--- src/rtl/dec_pkg.sv ---
// Shared types and helpers for the N-to-2^N decoder family.
package dec_pkg;

    typedef enum logic [1:0] {
        ST_IDLE   = 2'd0,
        ST_DIRECT = 2'd1,
        ST_SCAN   = 2'd2
    } state_t;

    localparam logic MODE_DIRECT = 1'b0;
    localparam logic MODE_SCAN   = 1'b1;

    localparam int ONEHOT_MAX_W = 64;
    localparam int ONEHOT_IDX_W = 6;

    // Active-high one-hot of addr; all zeros when addr is outside 0..width-1.
    function automatic logic [ONEHOT_MAX_W-1:0] onehot(input int unsigned addr,
                                                        input int unsigned width);
        logic [ONEHOT_MAX_W-1:0] vec;
        vec = '0;
        if (addr < width && addr < ONEHOT_MAX_W) begin
            vec[addr[ONEHOT_IDX_W-1:0]] = 1'b1;
        end
        return vec;
    endfunction

endpackage

--- src/rtl/dec_prescaler.sv ---
// Free-running clock prescaler: a registered one-clock pulse every PRESCALE clocks while run is high.
module dec_prescaler #(
    parameter int PRESCALE = 100000
) (
    input  logic clk,
    input  logic rst_n,
    input  logic clr,
    input  logic run,
    output logic tick
);

    localparam int CNT_W = (PRESCALE > 1) ? $clog2(PRESCALE) : 1;
    localparam logic [CNT_W-1:0] CNT_LAST = CNT_W'(PRESCALE - 1);

    logic [CNT_W-1:0] cnt;

    if (PRESCALE < 1) begin : g_bad_prescale
        $error("PRESCALE must be at least 1");
    end

    always_ff @(posedge clk or negedge rst_n) begin
        if (!rst_n) begin
            cnt  <= '0;
            tick <= 1'b0;
        end else if (clr) begin
            cnt  <= '0;
            tick <= 1'b0;
        end else if (run) begin
            if (cnt == CNT_LAST) begin
                cnt  <= '0;
                tick <= 1'b1;
            end else begin
                cnt  <= cnt + 1'b1;
                tick <= 1'b0;
            end
        end else begin
            tick <= 1'b0;
        end
    end

endmodule

--- src/rtl/dec_nto2n_scan.sv ---
// Registered N-to-2^N one-hot decoder with direct and round-robin scan modes.
// Optional scan dead-time blanking is enabled by defining DEC_SCAN_BLANK_EN.
import dec_pkg::*;

module dec_nto2n_scan #(
    parameter int N            = 2,
    parameter int NUM_OUTS     = 4,
    parameter int PRESCALE     = 100000,
    parameter int ACTIVE_LOW   = 0,
    parameter int BLANK_CYCLES = 4
) (
    input  logic              clk,
    input  logic              rst_n,
    input  logic              en,
    input  logic              mode,
    input  logic [N-1:0]      a,
    output logic [(1<<N)-1:0] y,
    output logic [N-1:0]      sel,
    output logic              tick,
    output logic              err
);

    localparam int OUTS = 1 << N;
    localparam logic [N:0]      LIMIT     = (N+1)'(NUM_OUTS);
    localparam logic [N-1:0]    LAST_ADDR = N'(NUM_OUTS - 1);
    localparam logic [OUTS-1:0] Y_IDLE    = (ACTIVE_LOW != 0) ? '1 : '0;

    if (NUM_OUTS < 2 || NUM_OUTS > OUTS) begin : g_bad_num_outs
        $error("NUM_OUTS must lie in 2..2**N");
    end

    state_t          state_q, state_d;
    logic [N-1:0]    scan_q, scan_d;
    logic            pre_tick;
    logic            step;
    logic            blank;
    logic [OUTS-1:0] y_act, y_live, y_d;
    logic [N-1:0]    sel_d;
    logic            tick_d, err_d;

    always_comb begin
        state_d = ST_IDLE;
        if (en) begin
            case (mode)
                MODE_DIRECT: state_d = ST_DIRECT;
                MODE_SCAN:   state_d = ST_SCAN;
                default:     state_d = ST_IDLE;
            endcase
        end
    end

    // The prescaler pulses one clock ahead so the step, tick and new y land on the same edge.
    dec_prescaler #(
        .PRESCALE (PRESCALE)
    ) u_prescaler (
        .clk   (clk),
        .rst_n (rst_n),
        .clr   (state_d != ST_SCAN),
        .run   (state_d == ST_SCAN),
        .tick  (pre_tick)
    );

    assign step = pre_tick && (state_q == ST_SCAN) && (state_d == ST_SCAN);

    always_comb begin
        scan_d = '0;
        sel_d  = sel;
        y_act  = '0;
        tick_d = 1'b0;
        err_d  = 1'b0;
        case (state_d)
            ST_DIRECT: begin
                sel_d = a;
                if ({1'b0, a} < LIMIT) begin
                    y_act = OUTS'(onehot(int'(a), NUM_OUTS));
                end else begin
                    err_d = 1'b1;
                end
            end
            ST_SCAN: begin
                scan_d = scan_q;
                if (step) begin
                    scan_d = (scan_q == LAST_ADDR) ? '0 : scan_q + 1'b1;
                end
                sel_d  = scan_d;
                y_act  = OUTS'(onehot(int'(scan_d), NUM_OUTS));
                tick_d = step;
            end
            default: ;
        endcase
    end

`ifdef DEC_SCAN_BLANK_EN
    localparam int BLANK_W = (BLANK_CYCLES > 0) ? $clog2(BLANK_CYCLES + 1) : 1;

    logic [BLANK_W-1:0] blank_q, blank_d;

    if (BLANK_CYCLES >= PRESCALE) begin : g_bad_blank
        $error("BLANK_CYCLES must be less than PRESCALE");
    end

    // Dead time starts on the tick cycle itself and runs BLANK_CYCLES clocks.
    always_comb begin
        blank_d = '0;
        blank   = 1'b0;
        if (state_d == ST_SCAN) begin
            if (step && BLANK_CYCLES > 0) begin
                blank   = 1'b1;
                blank_d = BLANK_W'(BLANK_CYCLES - 1);
            end else if (blank_q != '0) begin
                blank   = 1'b1;
                blank_d = blank_q - 1'b1;
            end
        end
    end

    always_ff @(posedge clk or negedge rst_n) begin
        if (!rst_n) begin
            blank_q <= '0;
        end else begin
            blank_q <= blank_d;
        end
    end
`else
    assign blank = 1'b0;
`endif

    assign y_live = blank ? '0 : y_act;
    assign y_d    = (ACTIVE_LOW != 0) ? ~y_live : y_live;

    always_ff @(posedge clk or negedge rst_n) begin
        if (!rst_n) begin
            state_q <= ST_IDLE;
            scan_q  <= '0;
            y       <= Y_IDLE;
            sel     <= '0;
            tick    <= 1'b0;
            err     <= 1'b0;
        end else begin
            state_q <= state_d;
            scan_q  <= scan_d;
            y       <= y_d;
            sel     <= sel_d;
            tick    <= tick_d;
            err     <= err_d;
        end
    end

endmodule

--- config.mk ---
export PLATFORM = sky130hd
export DESIGN_NAME = dec_nto2n_scan
export DESIGN_NICKNAME = d
export VERILOG_FILES = /design/src/rtl/dec_pkg.sv /design/src/rtl/dec_prescaler.sv /design/src/rtl/dec_nto2n_scan.sv
export SDC_FILE = /design/constraint.sdc
export NUM_CORES = 1
export LEC_CHECK = 0
export BUFFER_PORTS_ARGS = -buffer_cell sky130_fd_sc_hd__buf_2
export CORE_MARGIN = 2
export CORE_UTILIZATION = 60
export CTS_BUF_LIST = sky130_fd_sc_hd__clkbuf_2 sky130_fd_sc_hd__clkbuf_4 sky130_fd_sc_hd__clkbuf_8
export CTS_CLUSTER_DIAMETER = 200
export DETAILED_ROUTE_END_ITERATION = 10
export PLACE_DENSITY = 0.85
export SLEW_MARGIN = 20
export SYNTH_ARGS = -nofsm -noshare
export SYNTH_HDL_FRONTEND = slang
export SYNTH_SLANG_ARGS = --single-unit
--- constraint.sdc ---
create_clock -name clk -period 2 [get_ports clk]
set_input_delay 0.1 -clock clk [delete_from_list [all_inputs] [get_ports clk]]
set_output_delay 0.1 -clock clk [all_outputs]
set_load 0.02 [all_outputs]
==> impl_metrics.csv, run 1 <==
group,metric,value,unit
timing,worst_slew_pin_slew,0.623,ns
yosys,synthCells,133,
final_layout,diodes,0,
global_route,grt_pass1_vias,1052,
critical_path,crit_fanout,6,
timing,fin_worst_skew,0.00762,ns
detailed_routing,wl_per_cell,15.0,um
floorplanning,rows,17,
critical_path,required,2.22,ns
place,routabilityCongestion,0.875,
cts,root_buffer,"clkbuf_4",
final_layout,nNetsFinal,157,
outcome,outcome,"finished clean",
yosys,ys_warn_count,0,
cts,cts_hold_buf,1,
yosys,synth_seq_cells,29,
critical_path,rr_startpoint,"u_prescaler.cnt[0]$_DFF_PN0_",
final_layout,multi_input_area,609,um^2
cts,postCtsSetupBuffers,0,
detailed_routing,firstDrtPassIters,4,
floorplanning,die-width,52.2,um
global_route,grt_max_degree,30,
yosys,syn_area_per_cell,10.5,um^2
floorplanning,initial_core_util,62.9,%
floorplanning,io_pins,14,
min_path,worstHoldPathCells,2,
timing,slew_headroom,58.5,%
place,placed_area,1460,um^2
global_route,grt_usage,23.5,%
timing,fin_ws,0.151,ns
timing,min_period_over_period,92.5,%
cts,cts-resized-gates,0,
cts,ctsLongestPathBuffers,2,
floorplanning,fp.coreArea,2210,um^2
detailed_routing,drt-vias-per-instance,6.07,
final_layout,seq_area,726,um^2
power_and_ir_drop,p_per_area,677,nW/um^2
yosys,syn_nets,141,
cts,clock_latency,0.32,ns
critical_path,ff2ff_path_depth,4,
place,post-place-ws,0.187,ns
critical_path,path_cells,"ha_1 -> nand4_1 -> or4_1 -> and3_1",
critical_path,worst_ep_arrival_time,2.07,ns
yosys,synth_top_cell_area_share,52.2,%
final_layout,synthToLayoutAreaGrowth,9.89,%
global_route,overflow,0,
cts,cts_buffers,5,
timing,hold_viol,0,
timing,period_minus_slack,1.85,ns
timing,setup_violations,0,
min_path,hold_end,"state_q[0]$_DFF_PN0_",
place,port_buffers,12,
cts,clkSlewWorstSetupHoldPaths,0.08,ns
critical_path,worstSetupPathType,"reg2reg",
yosys,synthTopCellsByArea,"dfrtp_1 52%, xnor2_1 6.9%, nor2_1 6.7%",
timing,setup_tns,0,ns
critical_path,rrSetupSlack,0.15,ns
timing,fmaxAchievable,541,MHz
power_and_ir_drop,total_power,1.04,mW
cts,cts_tree,"built",
detailed_routing,ant_nets,0,
timing,drv_slew,0,
detailed_routing,drc,0,
final_layout,final_area,1530,um^2
critical_path,cp-start-kind,"register",
global_route,grt_pass1_wl,4530,um
global_route,antenna_found_initial,0,
detailed_routing,drtIter0Drc,19,
timing,rsz0062_at_grt,"false",
place,hpwl,1970,um
detailed_routing,num_vias,1074,
min_path,hold_path.class,"in2reg",
final_layout,layout-drive-gt1-share,16.1,%
critical_path,cp_slowest_cell,"or4_1",
yosys,netlist_area,1390,um^2
min_path,hp-start,"mode",
power_and_ir_drop,vdd_drop_max,493,uV
floorplanning,die_h,52.2,um
yosys,netlist.top_cell.by_area,"dfrtp_1",
cts,h-tree-depth,2,
final_layout,fillCellCount,177,
critical_path,r2r-end,"u_prescaler.cnt[1]$_DFF_PN0_",
cts,numClockSinks,29,
critical_path,worstSetupEndpointType,"register",
floorplanning,dieArea,2720,um^2
job,max_cap_violations,0,
critical_path,critical-path-max-stage-delay,0.60,ns
yosys,ys_types,32,
detailed_routing,wl,2660,um
power_and_ir_drop,leakage,0.679,nW
yosys,ys_seq_area_share,52.2,%
## placed cells by master, fill, tap and decap left out, types with 4 or more instances in the layout
cell type,Yosys,routed
buf_2,1,12
xnor2_1,11,11
nor2_1,25,25
clkbuf_4,0,6
inv_1,4,4
nand4_1,6,6
nand2_1,6,6
dfrtp_1,29,29
nand3_1,7,7
xor2_1,4,4
nor4_1,6,6
## how the worst max path moves through the flow
stage / start / end
detailed placement: u_prescaler.cnt[0]$_DFF_PN0_ / u_prescaler.cnt[1]$_DFF_PN0_
CTS: u_prescaler.cnt[0]$_DFF_PN0_ / u_prescaler.cnt[1]$_DFF_PN0_
floorplan: u_prescaler.cnt[0]$_DFF_PN0_ / u_prescaler.cnt[1]$_DFF_PN0_
global placement: u_prescaler.cnt[0]$_DFF_PN0_ / u_prescaler.cnt[1]$_DFF_PN0_
global route: u_prescaler.cnt[0]$_DFF_PN0_ / u_prescaler.cnt[1]$_DFF_PN0_
finish: u_prescaler.cnt[0]$_DFF_PN0_ / u_prescaler.cnt[1]$_DFF_PN0_
## critical path, delay by kind of cell, from the launching register on
family                   cells  cell delay, ns
AND/OR/NAND/NOR              3            1.10
flip-flops                   1            0.40
adder cells (fa/ha/maj)      1            0.25
## area by class of cell
class	instances	share of cell area [%]
Multi-Input combinational cell	94	39.9
Sequential cell	29	47.5
Clock buffer	7	3.85
Tap cell	28	2.29
Inverter	4	0.982
Timing Repair Buffer	15	5.56
## Yosys cell counts
cell	instances
o211ai_1	1
nand3_1	7
inv_1	4
nor3_1	3
mux2_2	1
nand3_2	1
mux2i_1	3
nand3b_1	1
and4_1	1
and4bb_1	1
o21ai_0	2
nor2_1	25
ha_1	2
dfrtp_1	29
xnor2_1	11
nand4bb_1	1
and3_1	2
nor4_1	6
nand4_1	6
buf_6	1
buf_4	2
buf_2	1
a21oi_1	3
a21o_1	1
or4_1	1
nand2_1	6
a32o_1	2
conb_1	1
a311oi_1	1
clkbuf_2	2
xor2_1	4
o41ai_4	1
## sequential cells by signal, indices dropped and copies added, names as in the netlist
register,count
u_prescaler.tick,1
state_q,2
tick,1
y,4
u_prescaler.cnt,17
sel,2
scan_q,2
## kinds of logic after synthesis
group                    synth area share [%]
buffers and inverters                    4.05
flip-flops                               52.2
adder cells (fa/ha/maj)                  1.80
XOR/XNOR                                 9.44
AND/OR/NAND/NOR                          22.4
other                                   0.270
multiplexers                             2.97
AO/OA/AOI/OAI                            6.93
## report_power, final
| part | internal, mW | total (mW) | switching (mW) |
|---|---|---|---|
| combinational | 0.0242 | 0.0714 | 0.0472 |
| clock | 0.179 | 0.362 | 0.183 |
| sequential | 0.597 | 0.602 | 0.00497 |
## metal layers
metal | vias up | wire length, um | track usage [%]
li1 | 496 | - | -
met1 | 530 | 1110 | 26.1
met2 | 37 | 1350 | 40.1
met3 | 11 | 138 | 8.05
met4 | 0 | 53 | 11.1
met5 | - | 0 | 0
## through the flow
step / utilization, % / hold slack [ns] / std cells
floorplan: - / -0.196 / 133
global placement: 66.0 / 0.137 / 169
detailed placement: 66.0 / 0.154 / 169
CTS: 69.1 / 0.0576 / 177
global route: 69.1 / 0.0739 / 177
finish: 69.1 / 0.0719 / 177
No activity file was read; power rests on OpenSTA's default activity.
==> run 2: changes to the inputs <==
Settings changed: CORE_UTILIZATION 60 to 57, CTS_BUF_LIST sky130_fd_sc_hd__clkbuf_2 sky130_fd_sc_hd__clkbuf_4 sky130_fd_sc_hd__clkbuf_8 to unset, PLACE_DENSITY 0.85 to 0.81.
==> impl_metrics.csv, run 2 (synthesized netlist as in run 1, its figures left out) <==
group,metric,value,unit
outcome,outcome,"finished clean",
cts,root_buffer,"clkbuf_4",
timing,rsz0062_at_grt,"false",
power_and_ir_drop,p_per_area,752,nW/um^2
detailed_routing,wl_per_cell,14.2,um
final_layout,finalNonFillerCells,178,
final_layout,synthToLayoutAreaGrowth,11.8,%
cts,h-tree-depth,2,
cts,numClockSinks,29,
critical_path,crit_fanout,6,
critical_path,worstSetupPathType,"reg2reg",
timing,setup_violations,0,
global_route,grt_pass1_wl,4310,um
place,port_buffers,12,
critical_path,cp-start-kind,"register",
detailed_routing,num_vias,1015,
final_layout,layout_common_cells,"29 x dfrtp_1, 25 x nor2_1, 12 x buf_2, 11 x xnor2_1, 7 x nand3_1",
detailed_routing,drc,0,
place,hpwl,1840,um
final_layout,layout-drive-gt1-share,16.0,%
floorplanning,die-width,53.4,um
detailed_routing,ant_nets,0,
cts,cts_buffers,5,
detailed_routing,firstDrtPassIters,4,
critical_path,required,2.23,ns
global_route,antenna_found_initial,0,
cts,cts_tree,"built",
timing,period_minus_slack,1.80,ns
floorplanning,initial_core_util,61.7,%
final_layout,largest_reg_flops,17,
final_layout,reg_top3,"u_prescaler.cnt: 17 flops, y: 4 flops",
timing,setup_tns,0,ns
detailed_routing,wl,2520,um
global_route,grt_usage,22.1,%
place,routabilityCongestion,0.803,
global_route,grt_pass1_vias,929,
timing,slew_headroom,58.7,%
detailed_routing,drtIter0Drc,36,
critical_path,worstSetupEndpointType,"register",
final_layout,final_util,69.0,%
timing,worst_slew_pin_slew,0.620,ns
final_layout,nNetsFinal,157,
critical_path,worst_ep_arrival_time,2.03,ns
place,dp.cells,169,
power_and_ir_drop,vdd_drop_max,814,uV
final_layout,diodes,0,
power_and_ir_drop,leakage,0.690,nW
cts,clock_latency,0.33,ns
timing,hold_viol,0,
timing,drv_slew,0,
floorplanning,io_pins,14,
timing,fmaxAchievable,557,MHz
floorplanning,die_h,53.4,um
final_layout,layout.cells.most_common,"dfrtp_1",
detailed_routing,drt-vias-per-instance,5.70,
cts,clkSlewWorstSetupHoldPaths,0.09,ns
timing,min_period_over_period,89.8,%
global_route,grt_max_degree,30,
floorplanning,dieArea,2850,um^2
floorplanning,rows,17,
global_route,overflow,0,
final_layout,fillCellCount,186,
timing,fin_worst_skew,0.0137,ns
final_layout,top_register,"u_prescaler.cnt",
floorplanning,fp.coreArea,2250,um^2
cts,ctsLongestPathBuffers,2,
cts,postCtsSetupBuffers,0,
min_path,hold_path.class,"in2reg",
job,max_cap_violations,0,
-- run 2: cell types whose count changed in the layout (fill, tap and decap cells not counted) --
cell,before,now
clkbuf_4,6,5
bufinv_16,0,1
clkbuf_1,0,1
-- run 2: report_power, final --
| group | switching (mW) | leakage (nW) | internal [mW] | total, mW |
|---|---|---|---|---|
| registers | 0.00506 | 0.396 | 0.597 | 0.602 |
| clock network | 0.198 | 0.0455 | 0.298 | 0.496 |
| logic | 0.0470 | 0.248 | 0.0242 | 0.0712 |
-- run 2: path summary, 6_finish.rpt --
path / start / endpoint / slack (ns) / cells after the start
worst min register to register: u_prescaler.cnt[0]$_DFF_PN0_ / u_prescaler.cnt[0]$_DFF_PN0_ / 0.49 / 1
worst min-delay path: a[0] / y[1]$_DFF_PN0_ / 0.04 / 3
min in group asynchronous: rst_n / u_prescaler.cnt[0]$_DFF_PN0_ / 0.31 / 2
max in group asynchronous: rst_n / u_prescaler.cnt[5]$_DFF_PN0_ / 1.27 / 2
worst max-delay path: u_prescaler.cnt[0]$_DFF_PN0_ / u_prescaler.cnt[1]$_DFF_PN0_ / 0.20 / 4
worst max register to register: u_prescaler.cnt[0]$_DFF_PN0_ / u_prescaler.cnt[1]$_DFF_PN0_ / 0.20 / 4
-- run 2: metrics by stage --
step | total power [mW] | cell area, um^2 | hold slack, ns | setup slack [ns]
2_1_floorplan | 0.656 | 1390 | -0.196 | 0.356
3_3_place_gp | 0.682 | 1460 | 0.143 | 0.276
3_5_place_dp | 0.685 | 1460 | 0.153 | 0.212
4_1_cts | 1.18 | 1560 | 0.0252 | 0.180
5_1_grt | 1.22 | 1560 | 0.0454 | 0.0850
6_report | 1.17 | 1560 | 0.0357 | 0.204
-- run 2: critical path: stages, from the launching register on --
cell     delay [ns]
dfrtp_1        0.40
ha_1           0.24
nand4_1        0.27
or4_1          0.58
and3_1         0.20
-- run 2: area by class of cell --
type / count / area [um^2] / share of cell area, %
sequential: 29 / 726 / 46.7
multi-input combinational: 94 / 609 / 39.2
timing repair buffer: 15 / 85.1 / 5.47
clock buffer: 7 / 55.1 / 3.54
tap: 28 / 35.0 / 2.25
clock inverter: 1 / 30.0 / 1.93
inverter: 4 / 15.0 / 0.965
-- run 2: per-layer routing --
metal	up-vias	GRT usage (%)	wire length, um
met5	-	0	0
met2	20	29.8	1170
met1	495	31.3	1210
li1	495	-	-
met3	5	8.47	101
met4	0	8.97	38
-- run 2: timing repair --
item,4_1_cts,5_1_grt
hold buffers,1,0
gates resized for setup,0,0
endpoints found under the setup margin,0,4
endpoints found under the hold margin,29,0
